## src/rtl/div_result_pkg.sv

```systemverilog
// Shared constants and types for the divider result collector: IEEE single-precision
// widths, exception flag bit positions and the buffered entry layout.
package div_result_pkg;

   localparam int F32_EXP_WIDTH = 8;
   localparam int F32_SIG_WIDTH = 24;
   localparam int F32_IEEE_W    = F32_EXP_WIDTH + F32_SIG_WIDTH;
   localparam int F32_REC_W     = F32_EXP_WIDTH + F32_SIG_WIDTH + 1;

   localparam int FLAG_W         = 5;
   localparam int FLAG_INVALID   = 4;
   localparam int FLAG_INFINITE  = 3;
   localparam int FLAG_OVERFLOW  = 2;
   localparam int FLAG_UNDERFLOW = 1;
   localparam int FLAG_INEXACT   = 0;

   typedef logic [FLAG_W-1:0] div_flags_t;

   typedef struct packed {
      logic [F32_IEEE_W-1:0] data;
      div_flags_t            flags;
   } div_entry_t;

   // Width of one buffered entry: IEEE word followed by the five flags.
   function automatic int entry_width(input int exp_w, input int sig_w);
      return exp_w + sig_w + FLAG_W;
   endfunction

endpackage

```

## src/rtl/div_res_fifo.sv

```systemverilog
// Synchronous FIFO with asynchronous active-high reset. The caller never pushes when
// full without a same-cycle pop and never pops when empty.
module div_res_fifo #(
   parameter int WIDTH = 37,
   parameter int DEPTH = 4
) (
   input  logic             clk_i,
   input  logic             rst_i,
   input  logic             push_i,
   input  logic             pop_i,
   input  logic [WIDTH-1:0] data_i,
   output logic [WIDTH-1:0] data_o,
   output logic             empty_o,
   output logic             full_o
);

   localparam int AW = $clog2(DEPTH);
   localparam logic [AW:0] DEPTH_C = (AW+1)'(DEPTH);

   logic [WIDTH-1:0] mem_r [DEPTH];
   logic [AW-1:0]    wr_ptr_r;
   logic [AW-1:0]    rd_ptr_r;
   logic [AW:0]      count_r;

   // Storage, wrapping pointers and occupancy; entries clear on reset so an empty head reads zero
   always_ff @(posedge clk_i or posedge rst_i) begin
      if (rst_i) begin
         for (int i = 0; i < DEPTH; i++) begin
            mem_r[i] <= '0;
         end
         wr_ptr_r <= '0;
         rd_ptr_r <= '0;
         count_r  <= '0;
      end else begin
         if (push_i) begin
            mem_r[wr_ptr_r] <= data_i;
            wr_ptr_r        <= wr_ptr_r + AW'(1);
         end
         if (pop_i) begin
            rd_ptr_r <= rd_ptr_r + AW'(1);
         end
         case ({push_i, pop_i})
            2'b10:   count_r <= count_r + (AW+1)'(1);
            2'b01:   count_r <= count_r - (AW+1)'(1);
            default: count_r <= count_r;
         endcase
      end
   end

   assign data_o  = mem_r[rd_ptr_r];
   assign empty_o = (count_r == '0);
   assign full_o  = (count_r == DEPTH_C);

endmodule

```

## src/rtl/recFNToFN.sv

```systemverilog
// Recoded (HardFloat) to standard IEEE conversion; interface matches HardFloat recFNToFN.
// Recoded exponent = true exponent + 2^expWidth; top three bits 000 = zero, 11x = special.
module recFNToFN #(
   parameter int expWidth = 8,
   parameter int sigWidth = 24
) (
   input  logic [expWidth+sigWidth:0]   in,
   output logic [expWidth+sigWidth-1:0] out
);

   localparam int FW = sigWidth - 1;
   localparam logic [expWidth:0] MIN_NORM_EXP = (expWidth+1)'((1 << (expWidth - 1)) + 2);
   localparam logic [expWidth:0] NORM_ADJ     = (expWidth+1)'((1 << (expWidth - 1)) + 1);

   logic                sign_s;
   logic [expWidth:0]   rexp_s;
   logic [FW-1:0]       fract_s;
   logic                is_zero_s;
   logic                is_special_s;
   logic                is_nan_s;
   logic                is_subnormal_s;
   logic [expWidth:0]   denorm_dist_s;
   logic [FW-1:0]       denorm_fract_s;
   logic [expWidth-1:0] norm_exp_s;
   logic [expWidth-1:0] out_exp_s;
   logic [FW-1:0]       out_fract_s;

   assign sign_s         = in[expWidth+sigWidth];
   assign rexp_s         = in[expWidth+sigWidth-1 -: expWidth+1];
   assign fract_s        = in[FW-1:0];
   assign is_zero_s      = (rexp_s[expWidth -: 3] == 3'b000);
   assign is_special_s   = (rexp_s[expWidth -: 2] == 2'b11);
   assign is_nan_s       = is_special_s && rexp_s[expWidth-2];
   assign is_subnormal_s = (rexp_s < MIN_NORM_EXP);
   // Subnormals re-insert the hidden one and shift it down into the fraction field.
   assign denorm_dist_s  = MIN_NORM_EXP - rexp_s;
   assign denorm_fract_s = FW'({!is_zero_s, fract_s} >> denorm_dist_s);
   assign norm_exp_s     = expWidth'(rexp_s - NORM_ADJ);

   // Field selection per number class
   always_comb begin
      out_exp_s   = norm_exp_s;
      out_fract_s = fract_s;
      if (is_subnormal_s) begin
         out_exp_s   = '0;
         out_fract_s = denorm_fract_s;
      end else if (is_special_s) begin
         out_exp_s   = '1;
         out_fract_s = is_nan_s ? fract_s : '0;
      end else begin
         out_exp_s   = norm_exp_s;
         out_fract_s = fract_s;
      end
   end

   assign out = {sign_s, out_exp_s, out_fract_s};

endmodule

```

## src/rtl/div_result_collector.sv

```systemverilog
// Collects divider results (which cannot be stalled) into a small buffer, converts them
// to IEEE format, and meters issue with a credit counter so the buffer never overruns.
module div_result_collector
   import div_result_pkg::*;
#(
   parameter int EXP_WIDTH = 8,
   parameter int SIG_WIDTH = 24,
   parameter int DEPTH     = 4
) (
   input  logic                           clk_i,
   input  logic                           rst_i,
   input  logic                           issue_fire_i,
   output logic                           issue_ok_o,
   input  logic                           div_out_valid_i,
   input  logic [EXP_WIDTH+SIG_WIDTH:0]   div_out_i,
   input  logic [4:0]                     div_flags_i,
   output logic                           res_valid_o,
   input  logic                           res_ready_i,
   output logic [EXP_WIDTH+SIG_WIDTH-1:0] res_data_o,
   output logic [4:0]                     res_flags_o,
   output logic [4:0]                     sticky_flags_o,
   input  logic                           clear_flags_i,
   output logic                           overflow_o
);

   localparam int DATA_W  = EXP_WIDTH + SIG_WIDTH;
   localparam int ENTRY_W = entry_width(EXP_WIDTH, SIG_WIDTH);
   localparam int CW      = $clog2(DEPTH + 1);
   localparam logic [CW-1:0] DEPTH_C = CW'(DEPTH);

   logic [DATA_W-1:0]  ieee_s;
   logic [ENTRY_W-1:0] head_s;
   logic               empty_s;
   logic               full_s;
   logic               pop_s;
   logic               capture_s;
   logic               drop_s;
   logic               over_issue_s;
   logic [CW-1:0]      cnt_r;
   logic [CW-1:0]      cnt_nxt_s;
   logic [FLAG_W-1:0]  sticky_r;
   logic [FLAG_W-1:0]  sticky_nxt_s;
   logic               overflow_r;

   recFNToFN #(
      .expWidth (EXP_WIDTH),
      .sigWidth (SIG_WIDTH)
   ) u_rec_to_ieee (
      .in  (div_out_i),
      .out (ieee_s)
   );

   div_res_fifo #(
      .WIDTH (ENTRY_W),
      .DEPTH (DEPTH)
   ) u_fifo (
      .clk_i   (clk_i),
      .rst_i   (rst_i),
      .push_i  (capture_s),
      .pop_i   (pop_s),
      .data_i  ({ieee_s, div_flags_i}),
      .data_o  (head_s),
      .empty_o (empty_s),
      .full_o  (full_s)
   );

   // A full buffer still accepts a result when the head leaves in the same cycle.
   assign pop_s     = !empty_s && res_ready_i;
   assign capture_s = div_out_valid_i && (!full_s || pop_s);
   assign drop_s    = div_out_valid_i && full_s && !pop_s;

   // Credit counter next state and over-issue detection
   always_comb begin
      cnt_nxt_s    = cnt_r;
      over_issue_s = 1'b0;
      case ({issue_fire_i, pop_s})
         2'b10: begin
            if (cnt_r == DEPTH_C) begin
               over_issue_s = 1'b1;
            end else begin
               cnt_nxt_s = cnt_r + CW'(1);
            end
         end
         2'b01: begin
            if (cnt_r != '0) begin
               cnt_nxt_s = cnt_r - CW'(1);
            end else begin
               cnt_nxt_s = cnt_r;
            end
         end
         default: cnt_nxt_s = cnt_r;
      endcase
   end

   // Sticky flags: a clear discards history but keeps flags captured in the same cycle
   always_comb begin
      sticky_nxt_s = (clear_flags_i ? '0 : sticky_r) | (capture_s ? div_flags_i : '0);
   end

   // Credit, sticky-flag and protocol-error registers
   always_ff @(posedge clk_i or posedge rst_i) begin
      if (rst_i) begin
         cnt_r      <= '0;
         sticky_r   <= '0;
         overflow_r <= 1'b0;
      end else begin
         cnt_r      <= cnt_nxt_s;
         sticky_r   <= sticky_nxt_s;
         overflow_r <= overflow_r | over_issue_s | drop_s;
      end
   end

   assign issue_ok_o     = (cnt_r < DEPTH_C);
   assign res_valid_o    = !empty_s;
   assign res_data_o     = head_s[ENTRY_W-1 -: DATA_W];
   assign res_flags_o    = head_s[FLAG_W-1:0];
   assign sticky_flags_o = sticky_r;
   assign overflow_o     = overflow_r;

endmodule

```

## config.mk

```make
export PLATFORM = sky130hd
export DESIGN_NAME = div_result_collector
export DESIGN_NICKNAME = d
export VERILOG_FILES = /design/src/rtl/div_result_pkg.sv /design/src/rtl/div_res_fifo.sv /design/src/rtl/recFNToFN.sv /design/src/rtl/div_result_collector.sv
export SDC_FILE = /design/constraint.sdc
export NUM_CORES = 1
export LEC_CHECK = 0
export ABC_CLOCK_PERIOD_IN_PS = 7800
export BUFFER_PORTS_ARGS = -buffer_cell sky130_fd_sc_hd__buf_2
export CORE_ASPECT_RATIO = 0.8
export CORE_MARGIN = 2
export CORE_UTILIZATION = 55
export DETAILED_ROUTE_END_ITERATION = 12
export GPL_TIMING_DRIVEN = 0
export HOLD_SLACK_MARGIN = 0.06
export MAX_ROUTING_LAYER = met4
export PLACE_DENSITY = 0.79
export SLEW_MARGIN = 20
export SYNTH_ARGS = -nofsm -noshare
export SYNTH_HDL_FRONTEND = slang
export SYNTH_HIERARCHICAL = 1
export SYNTH_SLANG_ARGS = --single-unit
```

## constraint.sdc

```tcl
create_clock -name clk_i -period 7.8 [get_ports clk_i]
set_input_delay 0 -clock clk_i [delete_from_list [all_inputs] [get_ports clk_i]]
set_output_delay 0 -clock clk_i [all_outputs]
set_load 0.1 [all_outputs]
```

==> results.json, run 1 <==
{
  "via_per_inst": 6.21,
  "port_buffers": 83,
  "avgSynthCellArea_sq_um": 13.1,
  "place_hpwl_mm": 16.9,
  "maxCapViolCount": 0,
  "hold_violations": 0,
  "grt-ovfl-total": 0,
  "cts_tree": "yes",
  "fp.dieW_microns": 148,
  "num_vias": 6456,
  "slew_headroom": 0.327,
  "finalMaxSlewViolations": 0,
  "die_y_microns": 119,
  "reg2reg_to": "cnt_r[2]$_DFFE_PP0P_",
  "synthToLayoutAreaGrowth_pct": 16.4,
  "reg2reg_depth": 9,
  "groute.usage.overall": 0.290,
  "hold_class": "in -> reg",
  "fmax_ghz": 0.345,
  "num-nets-final": 866,
  "gp_congestion": 1.01,
  "routed_wl_mm": 23.9,
  "crit_fanout": 10,
  "period_needed_ps": 2900,
  "clock-sinks": 164,
  "synth_cell_type_count": 60,
  "n_fill_cell": 1161,
  "syn-num-nets": 747,
  "first_global_vias": 6829,
  "min_delay_worst_endpoint": "u_fifo/mem_r[14]$_DFFE_PP0P_",
  "cp.arrival_ps": 3260,
  "critPathRequiredTime_ps": 8160,
  "initial_core_util": 0.568,
  "drtIter0Drc": 623,
  "rsz0062_at_grt": "false",
  "ff2ff_setup_slack_ps": 5240,
  "grt_max_degree": 85,
  "die-area_sq_um": 17500,
  "cts_root_buf": "clkbuf_16",
  "rows": 41,
  "htree_num_levels": 4,
  "synth_ff_type": "dfrtp_1",
  "cp-end-kind": "register",
  "synth-edff-count": 0,
  "post-route-drc-count": 0,
  "finalSetupTns_ps": 0,
  "drtAntennaViolNets": 0,
  "cts_setup_buffers": 0,
  "path_clk_slew_ps": 60,
  "tightest_slew_ps": 1000,
  "register_area_sq_um": 4100,
  "r2r_start": "u_fifo/count_r[0]$_DFFE_PP0P_",
  "ys_ff_latch": 164,
  "core_area_sq_um": 16000,
  "drive_above_1_share": 0.435,
  "cts_buffers": 17,
  "clock_path_buffers": 2,
  "critPathKind": "in -> reg",
  "synth_area_sq_um": 9070,
  "grt_pass1_wl_mm": 37.5,
  "min_from": "div_out_i[9]",
  "finClkSkew_ps": 8.65,
  "yosysSeqAreaShare": 0.453,
  "clkLatencyLatePin_ps": 420,
  "firstDrtPassIters": 5,
  "wl_per_cell_microns": 23.0,
  "setup_viol": 0,
  "synthCells": 691,
  "start_kind": "input pin",
  "antenna_found_initial": 0,
  "outcome": "finished clean",
  "synthArstFlopShare": 1.00,
  "multi_input_area_sq_um": 4590,
  "period_share": 0.371,
  "ys.warnings.count": 6,
  "hold_depth": 4,
  "ios": 89
}
-- cell type report --
type	count	share of cell area
Sequential cell	164	0.389
Tap cell	215	0.0255
Multi-Input combinational cell	464	0.435
Buffer	42	0.0282
Antenna cell	1	0.000237
Timing Repair Buffer	100	0.0571
Clock inverter	11	0.0143
Clock buffer	21	0.0427
Inverter	21	0.00818
-- synth_stat cells (8+ instances only) --
cell	count	share of area
mux4_2	42	0.10
nand2_1	43	0.018
xor2_1	9	0.0087
ha_1	10	0.014
mux2i_1	33	0.036
o211ai_1	8	0.0066
clkbuf_1	13	0.0054
dfrtp_1	164	0.45
nor2_1	21	0.0087
buf_2	10	0.0055
mux2_2	156	0.19
a22o_1	10	0.0097
buf_6	15	0.019
o21ai_0	12	0.0066
a21oi_1	25	0.014
inv_1	21	0.0087
-- cells by family after synthesis --
| kind of cell | after synthesis | share of synthesized area |
|---|---|---|
| adders and majority gates | 12 | 0.0182 |
| buffers and inverters | 63 | 0.0415 |
| muxes | 232 | 0.336 |
| and+or+nand+nor | 108 | 0.0604 |
| AOI/OAI and AO/OA | 95 | 0.0740 |
| xor gates and xnor gates | 17 | 0.0172 |
| DFF | 164 | 0.453 |
-- flip-flops by register name (all words and copies together) (netlist names) --
signal	cells
sticky_flags_o	5
u_fifo/mem_r	148
u_fifo/count_r	3
u_fifo/rd_ptr_r	2
u_fifo/wr_ptr_r	2
overflow_o	1
cnt_r	3
-- per-layer routing --
| layer | routed length, microns | track usage |
|---|---|---|
| met1 | 10500 | 0.394 |
| met2 | 11300 | 0.438 |
| met3 | 1620 | 0.0651 |
| met4 | 520 | 0.0913 |
| met5 | 0 | - |
-- repair_timing --
action | in CTS | in global routing
endpoints found under the setup margin | 0 | 0
gates resized for setup | 0 | 0
hold endpoints to repair | 111 | 0
hold buffers | 16 | 0
-- stage by stage --
| step | hold WS, ps | cells | instance area, sq um | setup WS [ps] | utilization |
|---|---|---|---|---|---|
| after floorplan | -172 | 691 | 9070 | 3620 | - |
| after global placement | -23.4 | 989 | 9750 | 2520 | 0.611 |
| after detailed placement | 55.5 | 990 | 9790 | 4570 | 0.614 |
| after CTS | 62.8 | 1038 | 10600 | 4980 | 0.661 |
| after global routing | 90.6 | 1038 | 10600 | 4630 | 0.661 |
| final | 82.7 | 1039 | 10600 | 4900 | 0.661 |
-- layout by cell type, fill, tap and decap left out, types with 15 or more instances in the layout --
cell type	synthesis	routed
dfrtp_1	164	164
mux2_2	156	156
buf_2	10	93
nand2_1	43	43
mux4_2	42	42
mux2i_1	33	33
a21oi_1	25	25
nor2_1	21	21
inv_1	21	20
clkbuf_16	0	17
clkbuf_1	13	16
dlygate4sd3_1	0	16
buf_6	15	15
-- worst max path at each step --
stage                   from                       endpoint  slack [ps]  cells past startpoint
3_5_place_dp   div_out_i[23]   u_fifo/mem_r[80]$_DFFE_PP0P_        4570                     12
5_1_grt        div_out_i[23]   u_fifo/mem_r[60]$_DFFE_PP0P_        4630                     10
4_1_cts        div_out_i[23]   u_fifo/mem_r[97]$_DFFE_PP0P_        4980                     10
3_3_place_gp           rst_i  u_fifo/mem_r[126]$_DFFE_PP0P_        2520                      2
2_1_floorplan          rst_i  u_fifo/count_r[0]$_DFFE_PP0P_        3620                      1
6_report       div_out_i[23]  u_fifo/mem_r[123]$_DFFE_PP0P_        4900                     12
-- worst max-delay path: stages --
cell and delay [ps]:
buf_2 100, buf_2 150, inv_1 130, ha_1 310, buf_2 280, clkbuf_1 470
clkbuf_1 580, a21oi_1 80, a221oi_1 350, a211oi_1 80, a21oi_1 460, mux2_2 260
Power of run 1 is left out: the tool's default activity adds up to more than one toggle a clock period on the data nets, which glitch-free logic cannot reach.
==> inputs of run 2 (changes only) <==
- ABC_CLOCK_PERIOD_IN_PS: 7800 -> 2970
- clock period: 7.8 -> 2.97 ns (I/O delays scaled with it)
==> results.json, run 2 (same netlist as run 1, synthesis figures left out) <==
{
  "period_share": 0.930,
  "core_area_sq_um": 16000,
  "via_per_inst": 6.16,
  "crit_fanout": 10,
  "rows": 41,
  "maxCapViolCount": 0,
  "grt_pass1_wl_mm": 38.0,
  "critPathKind": "in -> reg",
  "cts_tree": "yes",
  "cts_setup_buffers": 0,
  "grt_max_degree": 39,
  "finalMaxSlewViolations": 0,
  "routed_wl_mm": 23.7,
  "hold_violations": 0,
  "ios": 89,
  "ff2ff_setup_slack_ps": 640,
  "synthToLayoutAreaGrowth_pct": 16.2,
  "drive_above_1_share": 0.441,
  "path_clk_slew_ps": 60,
  "antenna_found_initial": 0,
  "gp_congestion": 0.987,
  "die-area_sq_um": 17500,
  "setup_viol": 0,
  "diodes": 0,
  "initial_core_util": 0.568,
  "start_kind": "input pin",
  "hold_class": "in -> reg",
  "cts_root_buf": "clkbuf_16",
  "num_vias": 6401,
  "drtAntennaViolNets": 0,
  "cp-end-kind": "register",
  "wl_per_cell_microns": 22.8,
  "fmax_ghz": 0.362,
  "largest_reg_flops": 148,
  "slew_headroom": 0.270,
  "fp.dieW_microns": 148,
  "dp_worst_setup_slack_ps": -316,
  "place_hpwl_mm": 17.1,
  "htree_num_levels": 4,
  "outcome": "finished clean",
  "period_needed_ps": 2760,
  "clkLatencyLatePin_ps": 420,
  "finalSetupTns_ps": 0,
  "largest_register": "u_fifo/mem_r",
  "fin_ws_ps": 208,
  "cp.arrival_ps": 3120,
  "firstDrtPassIters": 6,
  "clock-sinks": 164,
  "groute.usage.overall": 0.293,
  "rsz0062_at_grt": "false",
  "cts_buffers": 17,
  "finClkSkew_ps": 13.9,
  "num-nets-final": 868,
  "final_util": 0.660,
  "post-route-drc-count": 0,
  "drtIter0Drc": 612,
  "port_buffers": 83,
  "grt-ovfl-total": 0,
  "die_y_microns": 119,
  "critPathRequiredTime_ps": 3330,
  "final_cell_mix": "dfrtp_1, mux2_2, buf_2",
  "tightest_slew_ps": 1090,
  "final_common_cell": "dfrtp_1",
  "first_global_vias": 6808,
  "clock_path_buffers": 2
}
-- run 2: worst paths after layout --
check	from	to	cells after the start
max	div_out_i[24]	u_fifo/mem_r[100]$_DFFE_PP0P_	8
min reg2reg	u_fifo/count_r[0]$_DFFE_PP0P_	u_fifo/count_r[0]$_DFFE_PP0P_	1
min	div_out_i[11]	u_fifo/mem_r[53]$_DFFE_PP0P_	3
max reg2reg	u_fifo/count_r[0]$_DFFE_PP0P_	cnt_r[2]$_DFFE_PP0P_	9
max in group asynchronous	rst_i	u_fifo/mem_r[48]$_DFFE_PP0P_	5
min in group asynchronous	rst_i	u_fifo/mem_r[106]$_DFFE_PP0P_	3
-- run 2: metal layers --
layer	track usage	part of all wire	routed length (microns)
met5	-	0	0
met4	0.0817	0.015	367
met3	0.0510	0.057	1350
met1	0.406	0.45	10700
met2	0.450	0.48	11300
-- run 2: what timing repair did --
action,CTS,global route
endpoints found under the hold margin,119,0
resized for setup,0,2
hold buffers,15,0
endpoints found under the setup margin,0,9
-- run 2: final cells by class --
cell class | count | area [sq um]
clock inverters | 12 | 104
fillers | 1174 | 5420
multi-input cells | 464 | 4590
inverters | 21 | 82.6
flip-flops and latches | 164 | 4100
repair buffers | 102 | 646
plain buffers | 42 | 299
clock buffers | 19 | 443
well taps | 215 | 269
-- run 2: stage by stage --
| stage | hold WS, ps | area [sq um] | instances |
|---|---|---|---|
| 2_1_floorplan | -172 | 9070 | 691 |
| 3_3_place_gp | -5.79 | 9760 | 989 |
| 3_5_place_dp | 7.57 | 9840 | 993 |
| 4_1_cts | 63.5 | 10500 | 1039 |
| 5_1_grt | 91.5 | 10500 | 1039 |
| 6_report | 84.6 | 10500 | 1039 |
-- run 2: critical path: stages --
cell	delay, ps
buf_2	160
ha_1	290
xnor2_2	700
buf_2	410
clkbuf_1	420
o211ai_1	340
o21ai_0	530
mux2_2	260
Power of run 2 is left out for the same reason.
